## config.mk

```make
export PLATFORM = sky130hd
export DESIGN_NAME = regbank_wb_arbiter
export DESIGN_NICKNAME = d
export VERILOG_FILES = /design/src/rtl/mips_pkg.sv /design/src/rtl/wb_scoreboard.sv /design/src/rtl/regbank_wb_arbiter.sv
export SDC_FILE = /design/constraint.sdc
export NUM_CORES = 1
export LEC_CHECK = 0
export CAP_MARGIN = 20
export CORE_MARGIN = 2
export CORE_UTILIZATION = 35
export DETAILED_ROUTE_END_ITERATION = 16
export HOLD_SLACK_MARGIN = 0.03
export PLACE_DENSITY_LB_ADDON = 0.2
export SYNTH_ARGS = -nofsm -noshare
export SYNTH_HDL_FRONTEND = slang
export SYNTH_HIERARCHICAL = 1
export SYNTH_SLANG_ARGS = --single-unit
```

## constraint.sdc

```tcl
create_clock -name clk -period 3.3 [get_ports clk]
set_input_delay 0.99 -clock clk [delete_from_list [all_inputs] [get_ports clk]]
set_output_delay 0.99 -clock clk [all_outputs]
set_load 0.01 [all_outputs]
```

## src/rtl/mips_pkg.sv

```systemverilog
// Shared MIPS core types: register address, data width, writeback payload
// and arbiter priority state.
package mips_pkg;

  localparam int unsigned DATA_32_W            = 32;
  localparam int unsigned REG_ADDR_W           = 5;
  localparam int unsigned STARVE_LIMIT_DEFAULT = 4;

  typedef logic [REG_ADDR_W-1:0] t_instr_register;

  // Writeback request payload carried from either producer to the bank
  typedef struct packed {
    t_instr_register       addr;
    logic [DATA_32_W-1:0]  data;
  } t_wb_req;

  typedef enum logic {
    PRI_ALU = 1'b0,
    PRI_MEM = 1'b1
  } t_wb_pri;

endpackage

```

## src/rtl/wb_scoreboard.sv

```systemverilog
// Pending-write tracker: one busy bit per architectural register, set on
// issue and cleared when the register-bank write for it completes.
// Ports: clk, rst (async active-low), issue_valid/issue_rd (set),
//        clr_valid/clr_addr (clear), chk_addr_1/2 -> hazard_1/2 (comb),
//        busy_vec (registered pending bits).
module wb_scoreboard
  import mips_pkg::*;
#(
  parameter int unsigned REG_FILE_DEPTH = 16
) (
  input  logic                      clk,
  input  logic                      rst,
  input  logic                      issue_valid,
  input  t_instr_register           issue_rd,
  input  logic                      clr_valid,
  input  t_instr_register           clr_addr,
  input  t_instr_register           chk_addr_1,
  input  t_instr_register           chk_addr_2,
  output logic                      hazard_1,
  output logic                      hazard_2,
  output logic [REG_FILE_DEPTH-1:0] busy_vec
);

  logic [REG_FILE_DEPTH-1:0] busy_next;

  // Clear first, then set, so a same-edge issue keeps the bit high.
  // Register 0 is never set, so its bit stays at its reset value of 0.
  always_comb begin
    busy_next = busy_vec;
    for (int unsigned i = 1; i < REG_FILE_DEPTH; i++) begin
      if (clr_valid && (clr_addr == REG_ADDR_W'(i))) busy_next[i] = 1'b0;
      if (issue_valid && (issue_rd == REG_ADDR_W'(i))) busy_next[i] = 1'b1;
    end
  end

  always_ff @(posedge clk or negedge rst) begin
    if (!rst) busy_vec <= '0;
    else      busy_vec <= busy_next;
  end

  // Hazard lookup; addresses outside the tracked range and r0 never hazard
  always_comb begin
    hazard_1 = 1'b0;
    hazard_2 = 1'b0;
    for (int unsigned i = 1; i < REG_FILE_DEPTH; i++) begin
      if (chk_addr_1 == REG_ADDR_W'(i)) hazard_1 = busy_vec[i];
      if (chk_addr_2 == REG_ADDR_W'(i)) hazard_2 = busy_vec[i];
    end
  end

endmodule

```

## src/rtl/regbank_wb_arbiter.sv

```systemverilog
// Arbitrates ALU and load-unit writebacks onto the single register-bank
// write port, with starvation protection for the load unit, and tracks
// pending writes for decode hazard detection.
// Ports: clk, rst (async active-low); alu_wb_* / mem_wb_* valid-ready
//        request ports; issue_valid/issue_rd; chk_addr_1/2 -> hazard_1/2;
//        reg_file_write/wr_addr/wr_data (registered, one cycle after
//        accept); busy_vec.
module regbank_wb_arbiter
  import mips_pkg::*;
#(
  parameter int unsigned REG_FILE_DEPTH = 16,
  parameter int unsigned STARVE_LIMIT   = STARVE_LIMIT_DEFAULT
) (
  input  logic                      clk,
  input  logic                      rst,
  input  logic                      alu_wb_valid,
  output logic                      alu_wb_ready,
  input  t_instr_register           alu_wb_addr,
  input  logic [DATA_32_W-1:0]      alu_wb_data,
  input  logic                      mem_wb_valid,
  output logic                      mem_wb_ready,
  input  t_instr_register           mem_wb_addr,
  input  logic [DATA_32_W-1:0]      mem_wb_data,
  input  logic                      issue_valid,
  input  t_instr_register           issue_rd,
  input  t_instr_register           chk_addr_1,
  input  t_instr_register           chk_addr_2,
  output logic                      hazard_1,
  output logic                      hazard_2,
  output logic                      reg_file_write,
  output t_instr_register           reg_file_wr_addr,
  output logic [DATA_32_W-1:0]      reg_file_wr_data,
  output logic [REG_FILE_DEPTH-1:0] busy_vec
);

  localparam int unsigned CNT_W = (STARVE_LIMIT < 1) ? 1 : $clog2(STARVE_LIMIT + 1);

  t_wb_pri          state_q, state_d;
  logic [CNT_W-1:0] starve_q, starve_d;
  t_wb_req          winner;
  logic             accept;

  // Priority state and starvation counter registers
  always_ff @(posedge clk or negedge rst) begin
    if (!rst) begin
      state_q  <= PRI_ALU;
      starve_q <= '0;
    end else begin
      state_q  <= state_d;
      starve_q <= starve_d;
    end
  end

  // Grant selection and next-state; readies are held low during reset
  always_comb begin
    state_d      = state_q;
    starve_d     = starve_q;
    alu_wb_ready = 1'b0;
    mem_wb_ready = 1'b0;
    if (rst) begin
      if (mem_wb_valid && ((state_q == PRI_MEM) || !alu_wb_valid)) mem_wb_ready = 1'b1;
      else if (alu_wb_valid)                                        alu_wb_ready = 1'b1;
    end
    if (mem_wb_ready) begin
      starve_d = '0;
      state_d  = PRI_ALU;
    end else if (mem_wb_valid) begin
      if (starve_q < CNT_W'(STARVE_LIMIT)) starve_d = starve_q + CNT_W'(1);
      if (starve_d >= CNT_W'(STARVE_LIMIT)) state_d = PRI_MEM;
    end
  end

  always_comb begin
    accept = alu_wb_ready || mem_wb_ready;
    winner = mem_wb_ready ? t_wb_req'{addr: mem_wb_addr, data: mem_wb_data}
                          : t_wb_req'{addr: alu_wb_addr, data: alu_wb_data};
  end

  // Write port register: one write cycle per accept, none for r0
  always_ff @(posedge clk or negedge rst) begin
    if (!rst) begin
      reg_file_write   <= 1'b0;
      reg_file_wr_addr <= '0;
      reg_file_wr_data <= '0;
    end else begin
      reg_file_write   <= accept && (winner.addr != '0);
      reg_file_wr_addr <= accept ? winner.addr : '0;
      reg_file_wr_data <= accept ? winner.data : '0;
    end
  end

  wb_scoreboard #(
    .REG_FILE_DEPTH (REG_FILE_DEPTH)
  ) u_scoreboard (
    .clk         (clk),
    .rst         (rst),
    .issue_valid (issue_valid),
    .issue_rd    (issue_rd),
    .clr_valid   (reg_file_write),
    .clr_addr    (reg_file_wr_addr),
    .chk_addr_1  (chk_addr_1),
    .chk_addr_2  (chk_addr_2),
    .hazard_1    (hazard_1),
    .hazard_2    (hazard_2),
    .busy_vec    (busy_vec)
  );

endmodule
```

==> reports/qor.txt <==
Via density: 5.024
Synth Register Bits: 57
Placed cell areas: 4325 sq um
Antenna-violating nets left: 0
Kind of cell adding the most delay to the critical path: buffers and inverters
Max Clock Freq: 0.3083 GHz
Outcome: finished, final reports clean
VDD IR-drop max: 0.2459 mV
Die area: 8400 sq um
Non-Filler Instances: 508
Initial Util: 36.68%
Syn nets: 334
Largest net degree at the start of global routing: 61
Count of cell types in the netlist: 45
CP max stage delay: 0.46 ns
Reg clk slew, reported paths: 0.06 ns
Leading cell type in the layout, fill and taps excluded: clkdlybuf4s50_1
# clock sinks: 57
CP max FO: 3
Kind of critical path: input port to output port
Final hold viol count: 0
Max-slew headroom: 51.41%
Post-Syn Instances: 239
Number of port buffers: 150
I/O pin cnt: 152
DP Cell Count: 492
Global route total overflow: 0
Top post-synthesis cells by area: dfrtp_1 (53%), a22o_1 (10%), o21ai_0 (6.7%)
CP endpoint kind: output port
# fillers: 614
Num CTS Buffers: 9
Most frequent cells in the layout: clkdlybuf4s50_1 (137), dfrtp_1 (57), o21ai_0 (36), a22o_1 (32), buf_4 (13)
CTS max path bufs: 2
DRT Pass-1 Iters: 4
Clock Skew: 0.006447 ns
CP startpoint kind: input port
RR Startpoint: state_q$_DFFE_PN0P_
Vias in the first global route: 2672
Synthesized area: 2689 sq um
Register area share after synthesis: 53.05%
Synth async-reset ratio: 100.0%
Layout Area Growth over Synthesis: 69.57%
Layout cells sized above 1: 11.49%
Hold EP: starve_q[2]$_DFFE_PN0P_
Die W: 91.65 microns
Ant. Diodes: 0
CTS tree: yes
CTS root buf: clkbuf_8
WL per Instance: 16.11 microns
Max-cap violations: 0
PwrDens: 522.1 nW/um^2
Critical path buffers and inverters: 2
Placer's final routability congestion estimate: 0.9152
Die span in y: 91.65 microns
Hold WC Path Type: flip-flop to flip-flop
Post-synth top area share: 53.05%
Critical-path top delay cell: clkdlybuf4s50_1
Worst-Skew Late Latency: 0.33 ns
Synth Warn #: 6
Number of remaining DRC errors: 0
Global-route wire length before repair: 13140 microns
Cell Rows: 31
Final Max Tran Viols: 0
GRT Total Usage: 20.06%
Fin area: 4559 sq um
Setup bufs post-CTS: 0
Post-DP HPWL: 6252 microns
Main flop type after synthesis: dfrtp_1
Fin crit share: 98.29%
RR Endpoint: reg_file_wr_data[21]$_DFF_PN0_
Initial antenna violation count: 0
R2R setup slack: 1.90 ns
DRT Wirelength: 8184 microns
Hold Path Stages: 2
Worst Path Arrival: 2.25 ns
Worst Tran Pin Value: 0.7288 ns
Final setup vio count: 0
Final min period: 3.244 ns
Core outline area: 7331 sq um
Leading area contributor after synthesis: dfrtp_1
CP Data Required Time: 2.31 ns
Static Leakage: 0.001901 uW
Reg2Reg Depth: 4
Stages on the worst setup path: 5
Crit-path cells: clkdlybuf4s50_1 > nor4b_1 > nor2_1 > o31ai_2 > clkdlybuf4s15_2
Htree depth: 3
Syn_area_per_cell: 11.25 sq um
DR vias: 2552
Nets: 499
Worst Min Path Start: starve_q[2]$_DFFE_PN0P_
Initial drt markers: 136
RSZ-0062 raised after global routing: false
Post-synth EDFFs: 0
[cells by family after synthesis]
group	count (synthesis)	share of synthesized area [%]
AO/OA/AOI/OAI	92	23.64
adder cells (fa/ha/maj)	1	0.4653
other	1	0.1395
XOR/XNOR	1	0.3258
flip-flops	57	53.05
buffers and inverters	15	4.141
AND/OR/NAND/NOR	61	13.03
multiplexers	11	5.212
[flip-flops by register name, summed over array words and instances, names as in the netlist]
signal and cells:
reg_file_write 1, reg_file_wr_data 32, state_q 1, starve_q 3
reg_file_wr_addr 5, u_scoreboard/busy_vec 15
[where the power goes]
group	internal (uW)	switching (uW)	total [uW]
clock network	463	265	729
registers	823	109	931
logic	427	294	720
total	1710	667	2380
[cell type report]
class                           instances  area [sq um]  share of cell area, %
Clock buffer                           11         151.4                  3.321
Clock inverter                          5         77.57                  1.701
Inverter                                4         15.01                 0.3293
Multi-Input combinational cell        167          1159                  25.41
Sequential cell                        57          1426                  31.28
Tap cell                               99         123.9                  2.717
Timing Repair Buffer                  165          1607                  35.24
[cells in the mapped netlist (2+ instances only)]
cell type / count
nand3_1: 6
nand2_1: 12
inv_1: 4
o21ai_0: 36
o21bai_1: 3
nand2b_1: 8
nor3b_1: 2
dfrtp_1: 57
mux2i_1: 8
nor2_1: 10
or4_1: 2
a22o_1: 32
o32ai_1: 2
buf_6: 5
or2_2: 2
nor2b_1: 3
buf_4: 4
nor3_1: 2
a211oi_1: 2
a21oi_1: 9
and2_1: 3
nand3b_1: 2
nand4b_1: 3
[per-layer routing]
metal | share of wire, % | vias to the layer above | global-route usage [%]
met4 | 1.1 | 0 | 6.818
met3 | 7.9 | 6 | 7.477
met2 | 51 | 91 | 33.21
met1 | 40 | 1227 | 24.04
li1 | - | 1228 | -
met5 | 0 | - | 0
[worst register-to-register path: cells and delay by family, from the launching register on]
family / cells / cell delay, ns
compound gates: 1 / 0.23
buf+inv: 1 / 0.36
flops: 1 / 0.39
simple gates: 2 / 0.35
[worst max path at each step]
stage,start,to
global placement,chk_addr_2[0],hazard_2
floorplan,chk_addr_2[0],hazard_2
CTS,chk_addr_1[1],hazard_1
detailed placement,chk_addr_2[0],hazard_2
finish,chk_addr_2[4],hazard_2
global route,chk_addr_2[0],hazard_2
[per-stage QoR]
step	setup TNS (ns)	hold slack, ns	power (uW)	utilization, %	setup WS (ns)
final	0	0.5156	2380	62.19	0.05645
after global routing	0	0.5514	2520	62.19	0.006139
after CTS	0	0.5216	2406	62.13	0.01620
after detailed placement	-1.319	0.5077	1668	59.00	-0.7543
after global placement	-1.193	0.4985	1649	59.00	-0.6673
after floorplan	0	0.4794	1222	-	0.3707
[repair_timing]
item / in CTS / in global routing
hold buffers: 0 / 0
endpoints found under the hold margin: 0 / 0
pin swaps: 0 / 2
cloned: 0 / 0
gates resized for setup: 28 / 4
setup endpoints to repair: 4 / 2
Power figures use the tool's default switching activity.
